[config.mk]
export PLATFORM = sky130hd
export DESIGN_NAME = bcd_scan_counter_flat
export DESIGN_NICKNAME = d
export VERILOG_FILES = /design/src/rtl/bcd_scan_counter_if.sv /design/src/rtl/bcd_scan_counter.sv /design/src/flat_wrapper.sv
export SDC_FILE = /design/constraint.sdc
export NUM_CORES = 1
export LEC_CHECK = 0
export BUFFER_PORTS_ARGS = -buffer_cell sky130_fd_sc_hd__buf_2
export CAP_MARGIN = 20
export CORE_MARGIN = 2
export CORE_UTILIZATION = 53
export CTS_CLUSTER_DIAMETER = 200
export DETAILED_ROUTE_END_ITERATION = 8
export PLACE_DENSITY = 0.8
export SETUP_SLACK_MARGIN = 0.15
export SYNTH_ARGS = -nofsm -noshare
export SYNTH_HDL_FRONTEND = slang
export SYNTH_SLANG_ARGS = --single-unit
[constraint.sdc]
create_clock -name clk -period 2.5 [get_ports clk]
set_input_delay 0.75 -clock clk [delete_from_list [all_inputs] [get_ports clk]]
set_output_delay 0.75 -clock clk [all_outputs]
set_load 0.02 [all_outputs]
[src/rtl/bcd_scan_counter_if.sv]
// Bundle of the control/data signals of the BCD scan counter.
// master drives the controls and observes the outputs; slave is the counter itself.
interface bcd_scan_counter_if;
  logic        clr;
  logic        load;
  logic [15:0] load_val;
  logic        cnt_en;
  logic [15:0] count;
  logic        carry;
  logic        load_err;
  logic [3:0]  bcd_out;
  logic [3:0]  an_n;

  modport master (
    output clr, load, load_val, cnt_en,
    input  count, carry, load_err, bcd_out, an_n
  );

  modport slave (
    input  clr, load, load_val, cnt_en,
    output count, carry, load_err, bcd_out, an_n
  );
endinterface

[src/rtl/bcd_scan_counter.sv]
// Four-digit BCD up-counter with load/clear and a time-multiplexed digit scanner.
// Optional leading-zero blanking is enabled by defining BCD_SCAN_BLANK_EN.
module bcd_scan_counter #(
  parameter int SCAN_DIV = 1000
) (
  input  logic                clk,
  input  logic                rst_n,
  bcd_scan_counter_if.slave   bus
);

  localparam int PW = (SCAN_DIV > 2) ? $clog2(SCAN_DIV) : 1;

  logic [PW-1:0] r_presc;
  logic [1:0]    r_digit;
  logic [15:0]   r_count;
  logic          r_carry;
  logic          r_load_err;
  logic [3:0]    r_bcd;
  logic [3:0]    r_an_n;

  logic [15:0]   w_inc;
  logic          w_wrap;
  logic [15:0]   w_load;
  logic          w_load_bad;
  logic [3:0]    w_scan_digit;
  logic [3:0]    w_an_next;
  logic          w_slot_end;

  // Ripple increment: a digit advances only while every lower digit was 9.
  always_comb begin
    logic w_chain;
    logic [3:0] w_d;
    w_inc   = r_count;
    w_chain = 1'b1;
    w_d     = 4'd0;
    for (int k = 0; k < 4; k++) begin
      w_d = r_count[4*k +: 4];
      if (w_chain) begin
        if (w_d == 4'd9) begin
          w_inc[4*k +: 4] = 4'd0;
        end else begin
          w_inc[4*k +: 4] = w_d + 4'd1;
          w_chain         = 1'b0;
        end
      end
    end
    w_wrap = w_chain;
  end

  always_comb begin
    w_load     = bus.load_val;
    w_load_bad = 1'b0;
    for (int k = 0; k < 4; k++) begin
      if (bus.load_val[4*k +: 4] > 4'd9) begin
        w_load[4*k +: 4] = 4'd0;
        w_load_bad       = 1'b1;
      end
    end
  end

  always_comb begin
    w_scan_digit = r_count[3:0];
    case (r_digit)
      2'd0: w_scan_digit = r_count[3:0];
      2'd1: w_scan_digit = r_count[7:4];
      2'd2: w_scan_digit = r_count[11:8];
      2'd3: w_scan_digit = r_count[15:12];
      default: w_scan_digit = r_count[3:0];
    endcase
  end

`ifdef BCD_SCAN_BLANK_EN
  // A digit is dark when it and every digit above it are zero; digit 0 always shows.
  logic [3:0] w_lead_zero;
  assign w_lead_zero = {r_count[15:12] == 4'd0,
                        r_count[15:8]  == 8'd0,
                        r_count[15:4]  == 12'd0,
                        1'b0};
  assign w_an_next = ((r_presc == '0) || w_lead_zero[r_digit]) ? 4'b1111
                                                                : ~(4'b0001 << r_digit);
`else
  assign w_an_next = (r_presc == '0) ? 4'b1111 : ~(4'b0001 << r_digit);
`endif

  assign w_slot_end = (r_presc == PW'(SCAN_DIV - 1));

  always_ff @(posedge clk) begin
    if (!rst_n) begin
      r_count    <= 16'h0000;
      r_carry    <= 1'b0;
      r_load_err <= 1'b0;
      r_presc    <= '0;
      r_digit    <= 2'd0;
      r_bcd      <= 4'd0;
      r_an_n     <= 4'b1111;
    end else begin
      r_carry    <= 1'b0;
      r_load_err <= 1'b0;
      if (bus.clr) begin
        r_count <= 16'h0000;
      end else if (bus.load) begin
        r_count    <= w_load;
        r_load_err <= w_load_bad;
      end else if (bus.cnt_en) begin
        r_count <= w_inc;
        r_carry <= w_wrap;
      end

      // Scanner free-runs; outputs reflect the pre-edge prescaler, digit and count.
      r_bcd  <= w_scan_digit;
      r_an_n <= w_an_next;
      if (w_slot_end) begin
        r_presc <= '0;
        r_digit <= r_digit + 2'd1;
      end else begin
        r_presc <= r_presc + PW'(1);
      end
    end
  end

  assign bus.count    = r_count;
  assign bus.carry    = r_carry;
  assign bus.load_err = r_load_err;
  assign bus.bcd_out  = r_bcd;
  assign bus.an_n     = r_an_n;

endmodule

[src/flat_wrapper.sv]
// flat-port wrapper written by rule: the top's interface ports become plain ports
module bcd_scan_counter_flat 
#(
  parameter int SCAN_DIV = 1000
)
  (clk, rst_n, bus_clr, bus_load, bus_load_val, bus_cnt_en, bus_count, bus_carry, bus_load_err, bus_bcd_out, bus_an_n);
  bcd_scan_counter_if bus_i ();
  input  logic clk;
  input  logic rst_n;
  input wire logic [$bits(bus_i.clr)-1:0] bus_clr;
  input wire logic [$bits(bus_i.load)-1:0] bus_load;
  input wire logic [$bits(bus_i.load_val)-1:0] bus_load_val;
  input wire logic [$bits(bus_i.cnt_en)-1:0] bus_cnt_en;
  output wire logic [$bits(bus_i.count)-1:0] bus_count;
  output wire logic [$bits(bus_i.carry)-1:0] bus_carry;
  output wire logic [$bits(bus_i.load_err)-1:0] bus_load_err;
  output wire logic [$bits(bus_i.bcd_out)-1:0] bus_bcd_out;
  output wire logic [$bits(bus_i.an_n)-1:0] bus_an_n;
  assign bus_i.clr = bus_clr;
  assign bus_i.load = bus_load;
  assign bus_i.load_val = bus_load_val;
  assign bus_i.cnt_en = bus_cnt_en;
  assign bus_count = bus_i.count;
  assign bus_carry = bus_i.carry;
  assign bus_load_err = bus_i.load_err;
  assign bus_bcd_out = bus_i.bcd_out;
  assign bus_an_n = bus_i.an_n;
  bcd_scan_counter #(.SCAN_DIV(SCAN_DIV)) u_core (.clk(clk), .rst_n(rst_n), .bus(bus_i));
endmodule
==> qor.log <==
INFO  timing         setup_violations=0
INFO  power_and_ir_drop internal_power=1070µW
INFO  logic_synthesis netlist-cell-type-count=50
INFO  clock_network  cts_tree=done
INFO  critical_path  timing.critical_path.cells=and4bb_1 > nand4_2 > or4_1 > nand3_1
INFO  place          post-place-cells=323
INFO  critical_path  crit_type=reg -> reg
INFO  grt            grt_overflow=0
INFO  timing         rsz0062_at_grt=false
INFO  place          finalWeightedCongestion=0.816
INFO  grt            vias_in_the_first_global_route=1688
INFO  power_and_ir_drop power.density_cell_area=584nW/µm²
INFO  logic_synthesis synth_area_leader_cell=sky130_fd_sc_hd__dfxtp_1
INFO  critical_path  crit_end_category=flop
INFO  floorplanning  rows=22
INFO  floorplanning  fp.coreArea=3610µm²
INFO  power_and_ir_drop pwr-share-seq=46.0%
INFO  finish         stdcell_count=331
INFO  critical_path  critical_path.top_delay_family=simple AND/OR/NAND/NOR gates
INFO  routing        via_per_inst=5.56
INFO  clock_network  clkSlewWorstSetupHoldPaths=0.08ns
INFO  logic_synthesis postSynthCellCount=235
INFO  power_and_ir_drop comb_power_share=8.9%
INFO  power_and_ir_drop total_power=1390µW
INFO  critical_path  cp_slowest_cell=sky130_fd_sc_hd__and4bb_1
INFO  finish         layout_commonest_cell=sky130_fd_sc_hd__buf_2
INFO  logic_synthesis synthTopCellsByArea=sky130_fd_sc_hd__dfxtp_1 (39%), sky130_fd_sc_hd__nor2_1 (5.7%), sky130_fd_sc_hd__xnor2_1 (5.3%)
INFO  finish         num_antenna_cells=0
INFO  timing         slew_headroom=70.7%
INFO  grt            global_route_wire_length_before_repair=7660µm
INFO  power_and_ir_drop leakage=0.000991µW
INFO  critical_path  slowest_delay=0.57ns
INFO  critical_path  worst-endpoint-arrival=2.11ns
INFO  logic_synthesis synth_top_area_share=38.6%
INFO  critical_path  worst_ep_required_time=2.74ns
INFO  routing        firstDrtPassIters=4
INFO  logic_synthesis synth-async-reset-ratio=0%
INFO  grt            grt_antenna_before_repair=0
INFO  finish         final_nets=310
INFO  clock_network  numCtsBuffers=5
INFO  logic_synthesis synth.ff_latch_count=38
INFO  floorplanning  io_pins=47
INFO  grt            grt_use_total=23.6%
INFO  logic_synthesis post_synth_instance_area=1970µm²
INFO  critical_path  cp.buffers_inverters=0
INFO  power_and_ir_drop irDropWorstVdd=0.342mV
INFO  floorplanning  chipHeight=65.0µm
INFO  logic_synthesis postSynth.topFlopCell=sky130_fd_sc_hd__dfxtp_1
INFO  routing        finalWirelength=4520µm
INFO  routing        drt_drc_violations_left=0
INFO  timing         final_hold_viol_count=0
INFO  finish         fillcell_total=312
INFO  timing         timing_worst_slew_pin_value=0.440ns
INFO  timing         finalMaxSlewViolations=0
INFO  timing         final_period_minus_worst_setup_slack=1.87ns
INFO  clock_network  clock_tree.buffer_depth=2
INFO  power_and_ir_drop share_clk_of_total_power=45.0%
INFO  timing         max_freq=0.534GHz
INFO  run_status     outcome=finished, final reports clean
INFO  floorplanning  fp.dieW=65.0µm
INFO  clock_network  clock-root-buffer=sky130_fd_sc_hd__clkbuf_8
INFO  logic_synthesis synthesis.yosys.warnings=0
INFO  timing         timing.setup.tns=0ns
INFO  logic_synthesis ys_seq_area_share=38.6%
INFO  place          hpwl_dp=3360µm
INFO  clock_network  post_cts_resize_count=0
INFO  timing         post-route-period-util=74.9%
INFO  worst_hold_path worstHoldPathType=reg -> reg
INFO  routing        detailedRoute.firstIterationViolations=127
INFO  critical_path  critPathMaxFanout=12
INFO  power_and_ir_drop net-switching-power=316µW
INFO  logic_synthesis synthesis.area_per_instance=8.39µm²
INFO  routing        antenna_violating_nets_post_route=0
INFO  finish         commonest_cells_after_routing_fill_and_taps_aside=sky130_fd_sc_hd__buf_2 (46), sky130_fd_sc_hd__dfxtp_1 (38), sky130_fd_sc_hd__nor2_1 (30)
INFO  clock_network  clock_sinks=38
INFO  routing        vias=1842
INFO  power_and_ir_drop p_sw_share=22.8%
INFO  finish         final_layout_size_suffix_gt1_share=21.2%
INFO  clock_network  max_h_tree_level=2
INFO  clock_network  clk-insertion-delay-late=0.29ns
INFO  critical_path  setup.worst_path.start_class=flop
INFO  place          number_of_input_and_output_port_buffers_inserted=46
INFO  floorplanning  fp.dieArea=4220µm²
INFO  clock_network  cts_setup_buffers=0
INFO  clock_network  number_of_hold_buffers_added_after_cts=0
INFO  logic_synthesis edff_count_synth=0
INFO  job            drv_cap=0
INFO  logic_synthesis synth.net_count=263
INFO  grt            grt_max_degree=28
INFO  finish         area.growth.synth_to_final=20.4%
INFO  floorplanning  floorplan.initialDensity=54.6%
INFO  timing         finClkSkew=0.00482ns
INFO  routing        average_routed_wire_per_standard_cell=13.7µm
cells in the mapped netlist, types with 2 or more instances:
cell / number
sky130_fd_sc_hd__a21oi_1: 11
sky130_fd_sc_hd__o21a_1: 2
sky130_fd_sc_hd__o31a_1: 2
sky130_fd_sc_hd__nor3_1: 5
sky130_fd_sc_hd__xor2_1: 4
sky130_fd_sc_hd__clkbuf_1: 4
sky130_fd_sc_hd__nor2_1: 30
sky130_fd_sc_hd__nor4_1: 2
sky130_fd_sc_hd__a222oi_1: 4
sky130_fd_sc_hd__xnor2_1: 12
sky130_fd_sc_hd__nand2b_1: 6
sky130_fd_sc_hd__dfxtp_1: 38
sky130_fd_sc_hd__nor3b_1: 2
sky130_fd_sc_hd__nand3b_1: 2
sky130_fd_sc_hd__inv_1: 12
sky130_fd_sc_hd__buf_2: 2
sky130_fd_sc_hd__o21ai_0: 11
sky130_fd_sc_hd__and2_1: 2
sky130_fd_sc_hd__nand4_1: 8
sky130_fd_sc_hd__nor4b_1: 2
sky130_fd_sc_hd__nand2_1: 20
sky130_fd_sc_hd__ha_1: 7
sky130_fd_sc_hd__nor2b_1: 6
sky130_fd_sc_hd__nand3_1: 9
sky130_fd_sc_hd__a41oi_1: 2
sky130_fd_sc_hd__o211a_1: 3
sky130_fd_sc_hd__a31oi_1: 2
sky130_fd_sc_hd__and4bb_1: 2
sky130_fd_sc_hd__a211oi_1: 2
cell type report:
type	instances	area (µm²)	share of cell area, %
Sequential cell	38	761	32.1
Clock inverter	3	68.8	2.90
Inverter	13	48.8	2.06
Multi-Input combinational cell	176	1120	47.2
Timing Repair Buffer	48	245	10.3
Tap cell	48	60.1	2.53
Clock buffer	5	68.8	2.90
flip-flops by register name (all words and copies together) (netlist names):
register / cells
u_core.bus.count: 16
u_core.r_presc: 10
u_core.bus.an_n: 4
u_core.bus.bcd_out: 4
u_core.r_digit: 2
u_core.bus.carry: 1
u_core.bus.load_err: 1
stage by stage:
step	instance area, µm²	util, %	worst slack (ns)	hold slack (ns)
floorplan	1970	-	0.512	0.430
global placement	2240	62.0	0.405	0.447
detailed placement	2240	62.0	0.382	0.459
CTS	2370	65.8	0.634	0.477
global route	2370	65.8	0.497	0.510
finish	2370	65.8	0.629	0.477
worst reg2reg max path, cell delays in order, from the launching register on:
cell                       delay (ns)
sky130_fd_sc_hd__dfxtp_1         0.40
sky130_fd_sc_hd__and4bb_1        0.57
sky130_fd_sc_hd__nand4_2         0.26
sky130_fd_sc_hd__or4_1           0.51
sky130_fd_sc_hd__nand3_1         0.08
power groups by stage:
stage | Sequential (µW) | Clock, µW | Combinational, µW
after floorplan | 663 | 0 | 62.9
after global placement | 652 | 0 | 122
after detailed placement | 653 | 0 | 123
after CTS | 638 | 632 | 124
after global routing | 642 | 661 | 137
final | 639 | 625 | 124
kinds of logic (layout without fill, tap and decap cells):
logic type / count (synthesis) / in the layout / share of synthesized area [%]
and+or+nand+nor: 104 / 104 / 27.9
xor gates and xnor gates: 16 / 16 / 7.11
adders and majority gates: 7 / 7 / 4.44
AOI/OAI and AO/OA: 47 / 47 / 16.4
muxes: 2 / 2 / 1.08
buffers and inverters: 21 / 69 / 4.51
DFF: 38 / 38 / 38.6
metal layers:
| layer | up-vias | part of all wire, % | global-route usage, % |
|---|---|---|---|
| met5 | - | 0 | 0 |
| met4 | 0 | 1.2 | 8.24 |
| met3 | 6 | 5.3 | 4.86 |
| met2 | 59 | 47 | 38.4 |
| met1 | 848 | 47 | 31.0 |
| li1 | 929 | - | - |
worst paths after layout:
check                       from                    to  slack (ns)  cells past startpoint
max reg2reg  u_core.bus.count[1]  u_core.bus.count[15]        0.63                      4
min reg2reg    u_core.r_presc[0]     u_core.r_presc[0]        0.48                      1
max          u_core.bus.count[1]  u_core.bus.count[15]        0.63                      4
min            u_core.r_presc[0]     u_core.r_presc[0]        0.48                      1
Power figures use the tool's default switching activity.
